File: src/rtl/reg_arb_pkg.sv
// Shared types and constants for the register-bank arbiter.
// Port numbering matches the packing of the per-port request buses.
package reg_arb_pkg;

    typedef enum logic [1:0] {
        IDLE  = 2'd0,
        ISSUE = 2'd1,
        WAIT  = 2'd2,
        RESP  = 2'd3
    } arb_state_t;

    localparam logic PORT_SPI = 1'b0;
    localparam logic PORT_I2C = 1'b1;

    // One-hot per-port mask for a port index.
    function automatic logic [1:0] port_onehot(input logic port);
        return port ? 2'b10 : 2'b01;
    endfunction

endpackage

File: src/rtl/rr_arbiter.sv
// Combinational two-way grant: single requester wins, otherwise fixed
// priority to SPI or round-robin away from the last granted port.
module rr_arbiter (
    input  logic [1:0] req,
    input  logic       prio_mode,
    input  logic       last_grant,
    output logic       grant_valid,
    output logic       grant_port
);
    import reg_arb_pkg::*;

    // Winner selection from the current request pattern.
    always_comb begin
        grant_valid = 1'b0;
        grant_port  = PORT_SPI;
        case (req)
            2'b01: begin
                grant_valid = 1'b1;
                grant_port  = PORT_SPI;
            end
            2'b10: begin
                grant_valid = 1'b1;
                grant_port  = PORT_I2C;
            end
            2'b11: begin
                grant_valid = 1'b1;
                if (prio_mode) begin
                    grant_port = PORT_SPI;
                end else if (last_grant == PORT_SPI) begin
                    grant_port = PORT_I2C;
                end else begin
                    grant_port = PORT_SPI;
                end
            end
            default: begin
                grant_valid = 1'b0;
                grant_port  = PORT_SPI;
            end
        endcase
    end

endmodule

File: src/rtl/reg_bank_arbiter.sv
// Arbitrates SPI/I2C single-register accesses onto the shared register bank,
// sequences the bank handshake with a timeout and returns ack/err/rdata.
module reg_bank_arbiter #(
    parameter int REG_W   = 8,
    parameter int ADDR_W  = 4,
    parameter int TIMEOUT = 15
) (
    input  logic                  clk,
    input  logic                  rst,
    input  logic                  ena,
    input  logic                  prio_mode,
    input  logic [1:0]            req,
    input  logic [1:0]            wr_rdn,
    input  logic [2*ADDR_W-1:0]   addr,
    input  logic [2*REG_W-1:0]    wdata,
    output logic [1:0]            ack,
    output logic [1:0]            err,
    output logic [REG_W-1:0]      rdata,
    output logic                  busy,
    output logic                  owner,
    output logic                  bank_req,
    output logic                  bank_wr_rdn,
    output logic [ADDR_W-1:0]     bank_addr,
    output logic [REG_W-1:0]      bank_wdata,
    input  logic                  bank_ack,
    input  logic                  bank_err,
    input  logic [REG_W-1:0]      bank_rdata
);
    import reg_arb_pkg::*;

    localparam int              CNT_W    = $clog2(TIMEOUT + 1);
    localparam logic [CNT_W-1:0] CNT_LAST = CNT_W'(TIMEOUT);

    arb_state_t        state_r;
    arb_state_t        next_state_s;
    logic [CNT_W-1:0]  cnt_r;
    logic [CNT_W-1:0]  cnt_s;
    logic              timeout_s;
    logic              grant_valid_s;
    logic              grant_port_s;
    logic              grant_load_s;
    logic              last_grant_r;
    logic              owner_r;
    logic [1:0]        ack_r;
    logic [1:0]        ack_s;
    logic [1:0]        err_r;
    logic [1:0]        err_s;
    logic [REG_W-1:0]  rdata_r;
    logic [REG_W-1:0]  rdata_s;
    logic              rdata_load_s;
    logic              busy_r;
    logic              bank_req_r;
    logic              bank_wr_rdn_r;
    logic [ADDR_W-1:0] bank_addr_r;
    logic [REG_W-1:0]  bank_wdata_r;

    rr_arbiter u_rr_arbiter (
        .req         (req),
        .prio_mode   (prio_mode),
        .last_grant  (last_grant_r),
        .grant_valid (grant_valid_s),
        .grant_port  (grant_port_s)
    );

    // The WAIT cycle that brings the count to TIMEOUT is the last one.
    assign timeout_s = ((cnt_r + CNT_W'(1)) == CNT_LAST);

    // State register.
    always_ff @(posedge clk) begin
        if (rst) begin
            state_r <= IDLE;
        end else begin
            state_r <= next_state_s;
        end
    end

    // Next-state logic.
    always_comb begin
        next_state_s = state_r;
        case (state_r)
            IDLE: begin
                if (ena && grant_valid_s) begin
                    next_state_s = ISSUE;
                end else begin
                    next_state_s = IDLE;
                end
            end
            ISSUE: next_state_s = WAIT;
            WAIT: begin
                if (bank_ack || timeout_s) begin
                    next_state_s = RESP;
                end else begin
                    next_state_s = WAIT;
                end
            end
            RESP:    next_state_s = IDLE;
            default: next_state_s = IDLE;
        endcase
    end

    // Next values for the registered outputs and the timeout counter.
    always_comb begin
        grant_load_s = 1'b0;
        ack_s        = 2'b00;
        err_s        = 2'b00;
        rdata_load_s = 1'b0;
        rdata_s      = rdata_r;
        cnt_s        = cnt_r;
        case (state_r)
            IDLE: begin
                if (ena && grant_valid_s) begin
                    grant_load_s = 1'b1;
                end else begin
                    grant_load_s = 1'b0;
                end
            end
            ISSUE: cnt_s = '0;
            WAIT: begin
                if (bank_ack) begin
                    ack_s        = port_onehot(owner_r);
                    err_s        = bank_err ? port_onehot(owner_r) : 2'b00;
                    rdata_load_s = 1'b1;
                    rdata_s      = bank_rdata;
                end else if (timeout_s) begin
                    ack_s        = port_onehot(owner_r);
                    err_s        = port_onehot(owner_r);
                    rdata_load_s = 1'b1;
                    rdata_s      = '0;
                end else begin
                    cnt_s = (cnt_r == CNT_LAST) ? cnt_r : cnt_r + CNT_W'(1);
                end
            end
            RESP: cnt_s = cnt_r;
            default: begin
                grant_load_s = 1'b0;
                cnt_s        = '0;
            end
        endcase
    end

    // Output and datapath registers; grant data is latched only at grant time.
    always_ff @(posedge clk) begin
        if (rst) begin
            cnt_r         <= '0;
            last_grant_r  <= PORT_I2C;
            owner_r       <= PORT_SPI;
            ack_r         <= 2'b00;
            err_r         <= 2'b00;
            rdata_r       <= '0;
            busy_r        <= 1'b0;
            bank_req_r    <= 1'b0;
            bank_wr_rdn_r <= 1'b0;
            bank_addr_r   <= '0;
            bank_wdata_r  <= '0;
        end else begin
            cnt_r      <= cnt_s;
            ack_r      <= ack_s;
            err_r      <= err_s;
            busy_r     <= (next_state_s != IDLE);
            bank_req_r <= grant_load_s;
            if (rdata_load_s) begin
                rdata_r <= rdata_s;
            end
            if (grant_load_s) begin
                owner_r       <= grant_port_s;
                last_grant_r  <= grant_port_s;
                bank_wr_rdn_r <= grant_port_s ? wr_rdn[1] : wr_rdn[0];
                bank_addr_r   <= grant_port_s ? addr[2*ADDR_W-1:ADDR_W] : addr[ADDR_W-1:0];
                bank_wdata_r  <= grant_port_s ? wdata[2*REG_W-1:REG_W] : wdata[REG_W-1:0];
            end
        end
    end

    assign ack         = ack_r;
    assign err         = err_r;
    assign rdata       = rdata_r;
    assign busy        = busy_r;
    assign owner       = owner_r;
    assign bank_req    = bank_req_r;
    assign bank_wr_rdn = bank_wr_rdn_r;
    assign bank_addr   = bank_addr_r;
    assign bank_wdata  = bank_wdata_r;

endmodule

File: config.mk
export PLATFORM = sky130hd
export DESIGN_NAME = reg_bank_arbiter
export DESIGN_NICKNAME = d
export VERILOG_FILES = /design/src/rtl/reg_arb_pkg.sv /design/src/rtl/rr_arbiter.sv /design/src/rtl/reg_bank_arbiter.sv
export SDC_FILE = /design/constraint.sdc
export NUM_CORES = 1
export LEC_CHECK = 0
export ABC_AREA = 1
export CORE_UTILIZATION = 44
export DETAILED_ROUTE_END_ITERATION = 10
export PLACE_DENSITY = 0.9
export SETUP_SLACK_MARGIN = 0.5
export SLEW_MARGIN = 30
export SYNTH_ARGS = -nofsm -noshare
export SYNTH_HDL_FRONTEND = slang
export SYNTH_HIERARCHICAL = 1
export SYNTH_SLANG_ARGS = --single-unit
File: constraint.sdc
create_clock -name clk -period 2.8 [get_ports clk]
set_input_delay 0.28 -clock clk [delete_from_list [all_inputs] [get_ports clk]]
set_output_delay 0.28 -clock clk [all_outputs]
set_load 0.05 [all_outputs]
==> qor.yml <==
status: "finished clean"
core_area_sq_um: 3360
setup.worst_path.end: "owner"
finalSetupViolations: 0
ys_async_sr_fraction_pct: 0
yosys-top-cells-count: "nand2_1, dfxtp_1, a21oi_1"
ir_drop_v: 0.000383
finalClockSkew_ns: 0.00933
fmax_mhz: 536
ys_ff_latch: 35
synthMostInstantiatedCell: "nand2_1"
cp_top_family: "buffers and inverters"
nets: 313
synth_fp_nets: 242
maxSlewViolCount: 0
drv_cap: 0
grt_pass1_wl_um: 5580
multi_input_area_sq_um: 734
rr_worst_depth: 6
synthTopCellsByArea: "dfxtp_1, nand2_1, mux2i_1"
regArea_sq_um: 701
die_w_um: 61.3
cp_cell_sequence: "clkdlybuf4s50_1"
portBuffers: 69
fin_setup_tns_ns: 0
max-clock-path-buffers: 2
p_sw_mw: 0.682
yosys_warnings: 6
synthesis.area_sq_um: 1550
max-slew-margin-rel_pct: 51.7
cp.depth: 1
hold_path.class: "flop to flop"
grt_usage_pct: 20.2
r2r-end: "bank_wdata[6]"
seq_power_share_pct: 38.6
start_kind: "flop"
p_leak_nw: 0.989
wire_per_inst_um: 11.5
area_delta_synth_final_pct: 51.6
reg2reg_slack_ns: 1.10
cts_tree: "done"
clkPwrFrac_pct: 18.8
cts_resized: 0
clkSinkCount: 35
vias: 1462
fp.dieArea_sq_um: 3750
drive_gt1_share_pct: 7.52
cts_made_buffers: 5
worst_slew_pin_slew_ns: 0.723
p_total_mw: 1.68
critical_path_required_ns: 2.52
ios: 70
syn_avg_cell_area_sq_um: 7.97
startpoint: "owner"
grt_antenna_before_repair: 0
ctsHtreeMaxLevel: 2
synth_edf_count: 0
num_antenna_cells: 0
grt_setup_unrepaired: "no"
grt_pass1_vias: 1380
p_per_area_nw_per_um2: 717
ys_types: 23
clk-insertion-delay-late_ns: 0.33
grt_max_degree: 28
holdBufCountCts: 0
yosys.area.top_type: "dfxtp_1"
routed_via_density: 4.69
drc: 0
first_pass_iters: 4
power.internal_mw: 0.998
start_util_pct: 45.9
swShare_pct: 40.6
hold_viol: 0
grt-ovfl-total: 0
cpPeakStageDelay_ns: 0.84
synthCells: 194
post-route-period-util_pct: 66.7
crit_path_top_delay_cell: "clkdlybuf4s50_1"
antenna_left: 0
yosysSeqAreaShare_pct: 45.3
cp_num_buf_inv: 1
finalCriticalPeriod_ns: 1.87
cts_root_buffer: "clkbuf_4"
worstPathArrival_ns: 1.59
post-cts-setup-buffers: 0
wirelength_um: 3580
clk_pin_slew_ns: 0.11
critPathCaptureType: "primary output"
drt_iter0_drc: 46
die_y_um: 61.3
critPathMaxFanout: 4
routabilityCongestion: 0.727
ys.flop_type: "dfxtp_1"
hpwl_um: 2710
synth_top_area_share_pct: 45.3
crit_type: "flop to primary output"
combPwrFrac_pct: 42.6
fillers: 269
rr_startpoint: "state_r[0]"
hold_slack_ns: 0.474
fp-row-count: 21
-- per-stage QoR --
stage | cells | utilization, % | worst slack, ns | cell area, sq um
final | 312 | 69.6 | 0.933 | 2340
after global routing | 312 | 69.6 | 0.877 | 2340
after CTS | 312 | 69.6 | 0.937 | 2340
after detailed placement | 304 | 67.5 | 0.755 | 2270
after global placement | 304 | 67.5 | 0.864 | 2270
after floorplan | 194 | - | 1.48 | 1550
-- worst min-delay path by stage --
stage | startpoint | to | slack (ns) | cells past startpoint
floorplan | rst | owner | 0.35 | 1
global placement | rdata[6] | rdata[6] | 0.45 | 2
detailed placement | rdata[4] | rdata[4] | 0.46 | 2
CTS | rdata[2] | rdata[2] | 0.48 | 2
global route | rdata[4] | rdata[4] | 0.49 | 2
finish | rdata[4] | rdata[4] | 0.47 | 2
-- cells by family (layout without fill, tap and decap cells) --
kind of cell	count (synthesis)	after routing	synth area share, %
AO/OA/AOI/OAI	39	39	13.0
AND/OR/NAND/NOR	74	74	21.2
buffers and inverters	27	99	7.13
adder cells (fa/ha/maj)	6	6	4.86
flip-flops	35	35	45.3
multiplexers	13	13	8.42
-- final cells by class --
cell class / count / area share, %
Clock buffer: 7 / 2.78
Clock inverter: 1 / 0.321
Inverter: 21 / 3.37
Multi-Input combinational cell: 132 / 31.4
Sequential cell: 35 / 29.9
Tap cell: 46 / 2.46
Timing Repair Buffer: 70 / 29.8
-- metal layers --
metal	vias to the layer above	global-route usage, %	share of wire (%)
met2	50	35.7	51
met1	641	22.7	42
li1	767	-	-
met5	-	0	0
met3	4	6.72	6.3
met4	0	7.14	1.1
-- sequential cells by signal, indices dropped and copies added (netlist names) --
signal and count:
bank_wdata 8, rdata 8, bank_addr 4, cnt_r 4, ack 2, err 2
state_r 2, bank_req 1, bank_wr_rdn 1, busy 1, last_grant_r 1, owner 1
-- power groups by stage --
| stage | Clock [mW] | Combinational [mW] | Sequential [mW] |
|---|---|---|---|
| floorplan | 0 | 0.294 | 0.850 |
| finish | 0.316 | 0.716 | 0.648 |
| CTS | 0.322 | 0.719 | 0.649 |
| detailed placement | 0 | 0.717 | 0.657 |
| global route | 0.343 | 0.785 | 0.663 |
| global placement | 0 | 0.701 | 0.655 |
-- layout by cell type (no fill, tap or decap), drive strengths merged --
cell type       n
o21bai          1
buf             1
clkinvlp        1
nand2          44
clkdlybuf4s50  69
nand3           6
nand4           1
a21oi          24
or2             1
ha              6
dfxtp          35
o21ai          14
inv            21
clkbuf          7
mux2i          13
nor3            2
nor2           20
Power figures use the tool's default switching activity.
